### config.mk
export PLATFORM = sky130hd
export DESIGN_NAME = seg7_scan4
export DESIGN_NICKNAME = d
export VERILOG_FILES = /design/src/rtl/seg7_pkg.sv /design/src/rtl/hex7seg_dec.sv /design/src/rtl/seg7_scan4.sv
export SDC_FILE = /design/constraint.sdc
export NUM_CORES = 1
export LEC_CHECK = 0
export ABC_CLOCK_PERIOD_IN_PS = 6200
export BUFFER_PORTS_ARGS = -buffer_cell sky130_fd_sc_hd__buf_4
export CORE_MARGIN = 4
export CORE_UTILIZATION = 55
export CTS_BUF_LIST = sky130_fd_sc_hd__clkbuf_8 sky130_fd_sc_hd__clkbuf_16
export CTS_CLUSTER_SIZE = 16
export DETAILED_ROUTE_END_ITERATION = 6
export PLACE_DENSITY = 0.87
export SETUP_SLACK_MARGIN = 0.2
export SLEW_MARGIN = 20
export SYNTH_ARGS = -nofsm -noshare
export SYNTH_HDL_FRONTEND = slang
export SYNTH_SLANG_ARGS = --single-unit
### constraint.sdc
create_clock -name clk -period 6.2 [get_ports clk]
set_input_delay 0.62 -clock clk [delete_from_list [all_inputs] [get_ports clk]]
set_output_delay 0.62 -clock clk [all_outputs]
set_load 0.02 [all_outputs]
### src/rtl/seg7_pkg.sv
// Shared constants for the 4-digit multiplexed seven-segment scanner:
// the active-low hex decode table, blank patterns, digit count and slot states.
package seg7_pkg;

  localparam int NUM_DIGITS = 4;

  localparam logic [7:0] SEG_BLANK = 8'hFF;
  localparam logic [3:0] DIG_BLANK = 4'hF;

  // Bit order a,b,c,d,e,f,g,dp; dp is held off (1) here and driven separately.
  localparam logic [15:0][7:0] SEG_LUT = {
    8'h71, 8'h61, 8'h85, 8'hE5, 8'hC1, 8'h11, 8'h09, 8'h01,
    8'h1F, 8'h41, 8'h49, 8'h99, 8'h0D, 8'h25, 8'h9F, 8'h03
  };

  typedef enum logic {
    ST_BLANK = 1'b0,
    ST_SHOW  = 1'b1
  } scan_st_e;

endpackage

### src/rtl/hex7seg_dec.sv
// Combinational hex nibble to active-low seven-segment decoder (dp bit left off).
module hex7seg_dec
  import seg7_pkg::*;
(
  input  logic [3:0] nib_i,
  output logic [7:0] seg_o
);

  assign seg_o = SEG_LUT[nib_i];

endmodule

### src/rtl/seg7_scan4.sv
// Four-digit time-multiplexed seven-segment driver with frame-synchronous display
// updates and leading-zero blanking; seg_out/dig_out are registered (1 clk latency).
module seg7_scan4
  import seg7_pkg::*;
#(
  parameter int SCAN_DIV  = 50000,
  parameter int BLANK_CYC = 64
) (
  input  logic        clk,
  input  logic        rst,
  input  logic [15:0] value_in,
  input  logic [3:0]  dp_in,
  input  logic        value_we,
  input  logic        lzb_en,
  output logic [7:0]  seg_out,
  output logic [3:0]  dig_out,
  output logic        frame_tick
);

  localparam int CW = $clog2(SCAN_DIV);
  localparam int DW = $clog2(NUM_DIGITS);
  localparam logic [CW-1:0] CNT_LAST  = CW'(SCAN_DIV - 1);
  localparam logic [CW-1:0] BLANK_END = CW'(BLANK_CYC);
  localparam logic [DW-1:0] DIG_LAST  = DW'(NUM_DIGITS - 1);

  logic [CW-1:0] cnt_q, cnt_d;
  logic [DW-1:0] dig_q, dig_d;
  scan_st_e      state_q, state_d;
  logic [15:0]   shadow_q, shadow_d, disp_q, disp_d;
  logic [3:0]    shadow_dp_q, shadow_dp_d, disp_dp_q, disp_dp_d;
  logic          pend_q, pend_d;
  logic [7:0]    seg_q, seg_d;
  logic [3:0]    dig_en_q, dig_en_d;
  logic          tick_q, tick_d;

  logic          cnt_wrap, frame_end;
  logic [3:0]    cur_nib;
  logic [7:0]    dec_seg;
  logic [15:0]   upper;
  logic          lead_zero;

  hex7seg_dec u_dec (
    .nib_i (cur_nib),
    .seg_o (dec_seg)
  );

  always_comb begin
    cnt_wrap  = (cnt_q == CNT_LAST);
    frame_end = cnt_wrap && (dig_q == DIG_LAST);
    cnt_d     = cnt_wrap ? '0 : cnt_q + 1'b1;
    dig_d     = cnt_wrap ? dig_q + 1'b1 : dig_q;
    // Slot state tracks the counter value it will hold after this edge.
    state_d   = (cnt_d < BLANK_END) ? ST_BLANK : ST_SHOW;
  end

  // Display register only moves at the frame boundary; a coincident write bypasses the shadow.
  always_comb begin
    shadow_d    = shadow_q;
    shadow_dp_d = shadow_dp_q;
    disp_d      = disp_q;
    disp_dp_d   = disp_dp_q;
    pend_d      = pend_q;
    tick_d      = 1'b0;
    if (frame_end && value_we) begin
      disp_d    = value_in;
      disp_dp_d = dp_in;
      pend_d    = 1'b0;
      tick_d    = 1'b1;
    end else if (frame_end && pend_q) begin
      disp_d    = shadow_q;
      disp_dp_d = shadow_dp_q;
      pend_d    = 1'b0;
      tick_d    = 1'b1;
    end else if (value_we) begin
      shadow_d    = value_in;
      shadow_dp_d = dp_in;
      pend_d      = 1'b1;
    end
  end

  always_comb begin
    cur_nib   = disp_q[{dig_q, 2'b00} +: 4];
    upper     = disp_q >> {dig_q, 2'b00};
    lead_zero = (dig_q != '0) && (upper == 16'h0000);
    seg_d     = SEG_BLANK;
    dig_en_d  = DIG_BLANK;
    if (state_q == ST_SHOW) begin
      seg_d    = {(lzb_en && lead_zero) ? SEG_BLANK[7:1] : dec_seg[7:1], ~disp_dp_q[dig_q]};
      dig_en_d = DIG_BLANK & ~(4'b0001 << dig_q);
    end
  end

  always_ff @(posedge clk) begin
    if (rst) begin
      cnt_q       <= '0;
      dig_q       <= '0;
      state_q     <= ST_BLANK;
      shadow_q    <= '0;
      shadow_dp_q <= '0;
      disp_q      <= '0;
      disp_dp_q   <= '0;
      pend_q      <= 1'b0;
      seg_q       <= SEG_BLANK;
      dig_en_q    <= DIG_BLANK;
      tick_q      <= 1'b0;
    end else begin
      cnt_q       <= cnt_d;
      dig_q       <= dig_d;
      state_q     <= state_d;
      shadow_q    <= shadow_d;
      shadow_dp_q <= shadow_dp_d;
      disp_q      <= disp_d;
      disp_dp_q   <= disp_dp_d;
      pend_q      <= pend_d;
      seg_q       <= seg_d;
      dig_en_q    <= dig_en_d;
      tick_q      <= tick_d;
    end
  end

  assign seg_out    = seg_q;
  assign dig_out    = dig_en_q;
  assign frame_tick = tick_q;

endmodule

==> results of run 1 <==
synth_stat cells (2+ instances only):
| master | instances |
|---|---|
| nand4_1 | 4 |
| clkbuf_1 | 18 |
| o31ai_1 | 3 |
| nor2_1 | 90 |
| xnor2_1 | 11 |
| a21oi_1 | 11 |
| buf_4 | 2 |
| nor3_1 | 5 |
| a2111oi_2 | 6 |
| xor2_1 | 7 |
| o21ai_0 | 4 |
| a41oi_1 | 7 |
| or4_1 | 2 |
| buf_1 | 2 |
| o22ai_1 | 5 |
| a221oi_1 | 5 |
| inv_1 | 28 |
| nor4_1 | 4 |
| dfxtp_1 | 73 |
| nand2b_1 | 2 |
| mux4_2 | 5 |
| nor2b_1 | 2 |
| nand2_1 | 23 |
| buf_2 | 6 |
| nand3_1 | 10 |
| a31oi_1 | 9 |
| ha_1 | 10 |
| o211ai_1 | 6 |
| o221a_1 | 9 |
| mux2i_1 | 22 |
worst paths after layout:
check                                           from                     end  slack (ns)
worst min register to register   cnt_q[0]$_SDFF_PP0_     cnt_q[0]$_SDFF_PP0_        0.48
worst max register to register  cnt_q[10]$_SDFF_PP0_  disp_q[3]$_SDFFE_PP0P_        3.12
worst max-delay path            cnt_q[10]$_SDFF_PP0_  disp_q[3]$_SDFFE_PP0P_        3.12
worst min-delay path             cnt_q[0]$_SDFF_PP0_     cnt_q[0]$_SDFF_PP0_        0.48
power by group through the flow:
stage | combinational (mW) | clock (mW) | sequential (mW)
2_1_floorplan | 0.0413 | 0 | 0.494
3_3_place_gp | 0.0565 | 0 | 0.498
3_5_place_dp | 0.0578 | 0 | 0.498
4_1_cts | 0.0584 | 0.374 | 0.488
5_1_grt | 0.0651 | 0.396 | 0.490
6_report | 0.0583 | 0.368 | 0.488
critical path, cell delays in order (launching register included):
cell and delay [ns]:
dfxtp_1 0.37, or4_1 0.53, nor4_4 0.27, buf_4 0.30, and2_1 0.72, nand2_1 0.41
o221a_1 0.36
sequential cells by signal, summed over array words and instances (netlist names), 2 cells and up:
signal and flops:
dig_q 2, shadow_q 16, disp_q 16, cnt_q 16
seg_out 8, shadow_dp_q 4, disp_dp_q 4, dig_out 4
metrics by stage:
| stage | total power, mW | std cells | setup WS, ns | hold WS (ns) |
|---|---|---|---|---|
| floorplan | 0.5351 | 404 | 3.966 | 0.4295 |
| global placement | 0.5541 | 489 | 3.292 | 0.4434 |
| detailed placement | 0.5563 | 489 | 3.204 | 0.4557 |
| CTS | 0.9201 | 505 | 3.167 | 0.4717 |
| global route | 0.9504 | 505 | 2.864 | 0.5038 |
| finish | 0.9139 | 505 | 3.124 | 0.4762 |
cell families (layout without fill, tap and decap cells):
logic type | count (synthesis) | in the layout
simple gates | 150 | 150
mux | 27 | 27
compound gates | 70 | 70
flops | 73 | 73
fa+ha+maj | 10 | 10
xor+xnor | 18 | 18
buf+inv | 56 | 82
per-layer routing:
metal	global-route usage [%]	routed length (um)
met3	3.763	458
met2	32.05	3450
met1	29.42	3467
met4	10.03	209
met5	0	0
layout make-up:
class,count,area (um^2)
fillers,481,2071
multi-input cells,275,1848
flip-flops and latches,73,1463
repair buffers,38,285.3
clock buffers,9,123.9
inverters,28,105.1
well taps,75,93.84
clock inverters,7,71.32
==> out/metrics.yaml, run 1 <==
synth:
  ys_types: 43
  syn_area_um2: 3522
  synth_top_family_by_area: "simple AND/OR/NAND/NOR gates"
  yosysSeqAreaShare_pct: 41.49
  synth_compound_area_share_pct: 16.06
  synth_edf_count: 0
  synth_xor_area_share_pct: 4.476
  synth.area.top_cells: "dfxtp_1 (41%), nor2_1 (9.6%), mux2i_1 (6.3%)"
  avgSynthCellArea_um2: 8.718
  ys_warn_count: 0
  synthesis.nets: 438
  synth_area_leader_cell: "dfxtp_1"
  synth-simple-area-share_pct: 18.58
  synth_cells: 404
  post_synth_fa_ha_maj_area_fraction_pct: 3.552
  synth_top_area_share_pct: 41.49
  synthMuxAreaShare_pct: 9.449
  async_flop_share_pct: 0
  synth_ff_type: "dfxtp_1"
  ys_ff_latch: 73
finish:
  layout_common_cells: "nor2_1 (90), dfxtp_1 (72), buf_4 (38)"
  final_core_util_pct: 65.83
  diodes: 0
  drive_above_1_share_pct: 16.05
  final_common_cell: "nor2_1"
  final_nets: 459
  final_cell_area_um2: 3990
  area_growth_pct: 13.29
power_and_ir_drop:
  seqPwrFrac_pct: 53.4
  vdd.ir_drop.worst_uv: 148.8
  pwr-share-clk_pct: 40.2
  p_sw_uw: 224.1
  p_per_area_nw_per_um2: 229.0
  internal_power_uw: 689.8
  leakage_nw: 1.469
  swShare_pct: 24.52
  combPwrFrac_pct: 6.4
route:
  drt_wl_total_um: 7586
  drt-initial-drc-count: 245
  vias_per_cell: 5.830
  drtAntennaViolNets: 0
  drtPass1Iterations: 5
  num_vias: 2944
  drc: 0
  wire_per_inst_um: 15.02
sta:
  fin_crit_sh_pct: 49.62
  period_needed_ns: 3.076
  finalSetupViolations: 0
  fmax_mhz: 325.1
  tns_ns: 0
  finClkSkew_ns: 0.009109
  finalHoldViolCount: 0
  worst_pin_slew_ns: 0.8345
  slew_violations: 0
  rsz0062_at_grt: "no"
  relSlewSlack_pct: 44.37
clock_tree:
  htree_num_levels: 3
  cts.clk_slew.worst_paths_ns: 0.08
  cts.sinks: 73
  cts_setup_buffers: 0
  root_buffer: "clkbuf_8"
  cts-hold-fix-buffers: 0
  clockBufferDepth: 2
  clk_latency_ns: 0.35
  postCtsResizedCells: 0
  cts_tree: "done"
  numCtsBuffers: 9
setup_path:
  critPathMaxFanout: 23
  crit_path_start_kind: "flop"
  arrival_ns: 3.32
  cp-end-kind: "flop"
  ff2ff_path_depth: 6
  worst_ep_required_time_ns: 6.44
  path_class: "reg2reg"
global_routing:
  antenna_found_initial: 0
  overflow: 0
  grt_max_degree: 49
  grtUsageTotal_pct: 21.19
  grt_pass1_wl_um: 12930
  grt_pass1_vias: 2739
place:
  port_buffers: 36
  place_congestion: 0.8530
  placed_area_um2: 3794
  dp_hpwl_um: 5111
min_path:
  min_path_cells: 1
  min_path_type: "reg2reg"
die:
  coreArea_um2: 6061
  dieArea_um2: 7748
  die_w_um: 88.03
  rows: 28
  start_util_pct: 58.11
  io_pins: 37
  die_y_um: 88.03
job:
  maxCapViolCount: 0
outcome:
  status: "complete, no violations"
Note: power is estimated with default switching activity, not from simulation.
==> inputs of run 2 (changes only) <==
ABC_AREA = 1   (was default)
ABC_CLOCK_PERIOD_IN_PS = 2700   (was 6200)
CORE_UTILIZATION = 53   (was 55)
PLACE_DENSITY = 0.88   (was 0.87)
clock period = 2.7 ns   (was 6.2 ns; I/O delays follow)
==> out/metrics.yaml, run 2 <==
outcome:
  status: "complete, no violations"
synth:
  syn_area_um2: 3719
  ys_warn_count: 0
  async_flop_share_pct: 0
  synth_top_area_share_pct: 39.30
  synth_area_leader_cell: "dfxtp_1"
  synth_ff_type: "dfxtp_1"
  synth_cells: 547
  avgSynthCellArea_um2: 6.798
  yosysSeqAreaShare_pct: 39.30
  yosys-top-cells-count: "nand2_1 (147), inv_1 (74), dfxtp_1 (73)"
  post-synth-top-count-cell: "nand2_1"
  ys_ff_latch: 73
  synth_edf_count: 0
  synth.area.top_cells: "dfxtp_1 (39%), nand2_1 (15%), inv_1 (7.5%)"
  synthesis.nets: 581
  ys_types: 32
die:
  die_w_um: 91.76
  rows: 30
  die_y_um: 91.76
  start_util_pct: 54.73
  coreArea_um2: 6794
  dieArea_um2: 8420
  io_pins: 37
route:
  drtPass1Iterations: 5
  num_vias: 3441
  drtAntennaViolNets: 0
  wire_per_inst_um: 12.17
  drc: 0
  vias_per_cell: 5.038
  drt-initial-drc-count: 310
  drt_wl_total_um: 8313
clock_tree:
  cts.clk_slew.worst_paths_ns: 0.08
  numCtsBuffers: 9
  cts-hold-fix-buffers: 0
  clockBufferDepth: 2
  clk_latency_ns: 0.35
  cts_setup_buffers: 0
  postCtsResizedCells: 1
  root_buffer: "clkbuf_8"
  htree_num_levels: 3
  cts.sinks: 73
  cts_tree: "done"
sta:
  period_needed_ns: 2.284
  finClkSkew_ns: 0.008947
  finalHoldViolCount: 0
  finalSetupViolations: 0
  worst_pin_slew_ns: 0.4433
  slew_violations: 0
  fin_crit_sh_pct: 84.60
  tns_ns: 0
  rsz0062_at_grt: "yes"
  fmax_mhz: 437.8
  relSlewSlack_pct: 70.42
  setup_slack_ns: 0.4158
power_and_ir_drop:
  swShare_pct: 23.13
  leakage_nw: 1.923
  internal_power_mw: 1.605
  p_sw_uw: 482.9
  seqPwrFrac_pct: 53.2
  vdd.ir_drop.worst_uv: 408.5
  combPwrFrac_pct: 6.2
  pwr-share-clk_pct: 40.5
  p_per_area_nw_per_um2: 489.0
finish:
  layout_common_cells: "nand2_1 (147), inv_1 (74), dfxtp_1 (73)"
  area_growth_pct: 14.80
  finalNonFillerCells: 683
  drive_above_1_share_pct: 16.87
  final_common_cell: "nand2_1"
  diodes: 0
  top_regs: "cnt_q x16, disp_q x16, shadow_q x16"
  final_nets: 616
  final_core_util_pct: 62.84
global_routing:
  grt_pass1_vias: 3190
  grt_pass1_wl_um: 14350
  grtUsageTotal_pct: 20.76
  antenna_found_initial: 0
  overflow: 0
  grt_max_degree: 44
job:
  maxCapViolCount: 0
place:
  place_congestion: 0.9496
  dp_slack_ns: 0.2161
  dp_cells: 667
  dp_hpwl_um: 6008
  port_buffers: 36
setup_path:
  crit_path_start_kind: "flop"
  path_class: "reg2reg"
  cp-end-kind: "flop"
  arrival_ns: 2.52
  critPathMaxFanout: 16
  worst_ep_required_time_ns: 2.93
min_path:
  min_path_type: "in2reg"
-- run 2: cell count changes after synthesis, moves of 9 or more --
cell      delta
o221a_1      -9
o21ai_0     +31
a21oi_1     +33
mux2i_1     -22
xnor2_1     -11
clkbuf_1    -12
a31oi_1      -9
nand2_1    +124
a21oi_2     +10
inv_1       +46
nand3_1     +17
or2_2       +19
nor2_1      -41
-- run 2: layout make-up --
type | instances | area [um^2]
clock buffers | 10 | 137.6
clock inverters | 6 | 58.81
fillers | 577 | 2525
inverters | 79 | 305.3
multi-input cells | 377 | 1858
flip-flops and latches | 73 | 1461
well taps | 96 | 120.1
repair buffers | 42 | 327.8
-- run 2: worst paths after layout --
| check | start | to | slack, ns | cells after the start |
|---|---|---|---|---|
| hold / removal | rst | cnt_q[7]$_SDFF_PP0_ | 0.20 | 2 |
| setup reg to reg | cnt_q[0]$_SDFF_PP0_ | disp_dp_q[2]$_SDFFE_PP0P_ | 0.42 | 11 |
| setup / recovery | cnt_q[0]$_SDFF_PP0_ | disp_dp_q[2]$_SDFFE_PP0P_ | 0.42 | 11 |
| hold reg to reg | shadow_q[13]$_SDFFE_PP0P_ | shadow_q[13]$_SDFFE_PP0P_ | 0.46 | 2 |
-- run 2: power groups by stage --
stage,combinational [mW],clock (mW),sequential (mW)
final,0.130,0.845,1.11
after global routing,0.150,0.911,1.11
after CTS,0.131,0.853,1.11
after detailed placement,0.130,0,1.14
after global placement,0.125,0,1.13
after floorplan,0.0863,0,1.13
-- run 2: per-layer routing --
metal | vias up | track usage [%] | wire length (um)
met2 | 116 | 32.87 | 3836
met1 | 1514 | 27.06 | 3786
met5 | - | 0 | 0
li1 | 1794 | - | -
met3 | 17 | 5.004 | 502
met4 | 0 | 8.663 | 188
-- run 2: worst max-delay path, cell delays in order (launching register included) --
cell and delay, ns:
dfxtp_1 0.41, ha_1 0.23, nand2_2 0.09, nor2_4 0.21
nand2_4 0.08, clkinv_2 0.06, nand3_2 0.14, nor2_4 0.29
nand2_4 0.19, clkinvlp_4 0.22, buf_12 0.17, a21oi_1 0.08
-- run 2: cells by family after synthesis --
group	after synthesis	share of synthesized area [%]
and+or+nand+nor	268	31.56
AOI/OAI and AO/OA	97	14.47
buffers and inverters	97	10.83
DFF	73	39.30
adders and majority gates	10	3.365
xor gates and xnor gates	2	0.4711
-- run 2: metrics by stage --
step	total power, mW	hold WS, ns	instance area, um^2
floorplan	1.220	0.3391	3719
global placement	1.259	0.4411	4061
detailed placement	1.267	0.4457	4061
CTS	2.095	0.1977	4262
global route	2.175	0.2056	4269
finish	2.088	0.1998	4269
==> inputs of run 3 (changes only) <==
ABC_CLOCK_PERIOD_IN_PS = 2400   (was 2700)
CORE_UTILIZATION = 55   (was 53)
PLACE_DENSITY = 0.87   (was 0.88)
clock period = 2.4 ns   (was 2.7 ns; I/O delays follow)
==> out/metrics.yaml, run 3 (synthesized netlist as in run 2, its figures left out) <==
power_and_ir_drop:
  leakage_nw: 1.976
  totalPowerFinal_mw: 2.392
  p_per_area_nw_per_um2: 554.7
  vdd.ir_drop.worst_uv: 406.4
finish:
  fill_cells: 570
  diodes: 0
  final_common_cell: "nand2_1"
  layout_common_cells: "nand2_1 (147), inv_1 (74), dfxtp_1 (73)"
  drive_above_1_share_pct: 17.95
  final_nets: 625
  top_regs: "cnt_q x16, disp_q x16, shadow_q x16"
  area_growth_pct: 15.98
job:
  maxCapViolCount: 0
global_routing:
  overflow: 0
  grt_max_degree: 31
  antenna_found_initial: 0
  grtUsageTotal_pct: 21.21
  grt_pass1_wl_um: 14260
  grt_pass1_vias: 3157
min_path:
  hp-start: "rst"
  min_path_type: "in2reg"
die:
  die_y_um: 90.23
  start_util_pct: 57.57
  coreArea_um2: 6459
  die_w_um: 90.23
  dieArea_um2: 8141
  io_pins: 37
  rows: 29
setup_path:
  arrival_ns: 2.19
  cp-end-kind: "flop"
  crit_start: "cnt_q[0]$_SDFF_PP0_"
  crit_path_start_kind: "flop"
  critPathMaxFanout: 20
  worst_ep_required_time_ns: 2.64
  timing.rr.start: "cnt_q[0]$_SDFF_PP0_"
  ff2ff_path_depth: 11
  critPathCapture: "disp_q[11]$_SDFFE_PP0P_"
  ff2ff_setup_slack_ns: 0.45
  path_class: "reg2reg"
  timing.rr.end: "disp_q[11]$_SDFFE_PP0P_"
clock_tree:
  clockBufferDepth: 2
  cts_tree: "done"
  cts.sinks: 73
  numCtsBuffers: 9
  cts-hold-fix-buffers: 0
  htree_num_levels: 3
  clk_latency_ns: 0.35
  root_buffer: "clkbuf_8"
  cts.clk_slew.worst_paths_ns: 0.08
route:
  drtPass1Iterations: 6
  wire_per_inst_um: 12.35
  num_vias: 3435
  drc: 0
  met3_length_um: 370
  dr.max_layer_used: "met4"
  routed-wl-met2_um: 3829
  vias_per_cell: 5.104
  drt-initial-drc-count: 225
  drtAntennaViolNets: 0
  wl_met1_um: 3961
  drt_wl_total_um: 8314
sta:
  period_needed_ns: 1.953
  fmax_mhz: 512.0
  finalSetupViolations: 0
  finClkSkew_ns: 0.01297
  fin_crit_sh_pct: 81.38
  slew_violations: 0
  rsz0062_at_grt: "no"
  relSlewSlack_pct: 69.63
  worst_pin_slew_ns: 0.4550
  finalHoldViolCount: 0
  tns_ns: 0
outcome:
  status: "complete, no violations"
place:
  dp_hpwl_um: 5968
  place_congestion: 0.8790
  port_buffers: 36
==> run 3: power breakdown <==
part           internal, mW  switching [mW]
clock                 0.510           0.485
sequential             1.24          0.0101
combinational        0.0653          0.0828
total                  1.81           0.578
==> run 3: worst min path at each step <==
stage | end | cells after the start
2_1_floorplan | dig_q[0]$_SDFFE_PP0N_ | 1
3_3_place_gp | shadow_q[8]$_SDFFE_PP0P_ | 2
3_5_place_dp | shadow_q[7]$_SDFFE_PP0P_ | 2
4_1_cts | cnt_q[6]$_SDFF_PP0_ | 2
5_1_grt | cnt_q[13]$_SDFF_PP0_ | 2
6_report | cnt_q[6]$_SDFF_PP0_ | 2
==> run 3: stage by stage <==
stage / util (%) / setup WS (ns) / instance area [um^2] / hold slack [ns] / instances
after global placement: 62.98 / 0.2685 / 4068 / 0.4411 / 652
after detailed placement: 62.98 / 0.2115 / 4068 / 0.4469 / 652
after CTS: 66.25 / 0.2030 / 4279 / 0.1493 / 669
final: 66.78 / 0.4470 / 4313 / 0.1664 / 673
after floorplan: - / 0.2005 / 3719 / 0.3091 / 547
after global routing: 66.78 / 0.2370 / 4313 / 0.1665 / 673
==> run 3: worst max-delay path, stage by stage (launching register included) <==
cell and delay, ns:
dfxtp_1 0.40, ha_1 0.24, nand2_2 0.09, nor2_4 0.14
nand2_4 0.07, clkinv_2 0.06, nand3_2 0.14, nor2_4 0.19
nand2_4 0.14, inv_1 0.13, buf_12 0.17, a21oi_1 0.08
==> run 3: what timing repair did <==
item / 4_1_cts / 5_1_grt
endpoints found under the setup margin: 4 / 14
setup buffers: 1 / 4
pin swaps: 1 / 2
resized for setup: 0 / 1
==> run 3: final cells by class <==
class                           count  area (um^2)  share of cell area [%]
Timing Repair Buffer               51        395.4                   9.167
Tap cell                           77        96.34                   2.234
Inverter                           79        297.8                   6.905
Multi-Input combinational cell    377         1858                   43.08
Clock buffer                       10        137.6                   3.191
Sequential cell                    73         1461                   33.88
Clock inverter                      6        66.31                   1.538
==> run 3: metal layers <==
metal	GRT usage [%]	vias to the layer above
li1	-	1813
met4	8.291	0
met5	0	-
met2	33.73	85
met3	4.674	16
met1	28.06	1521
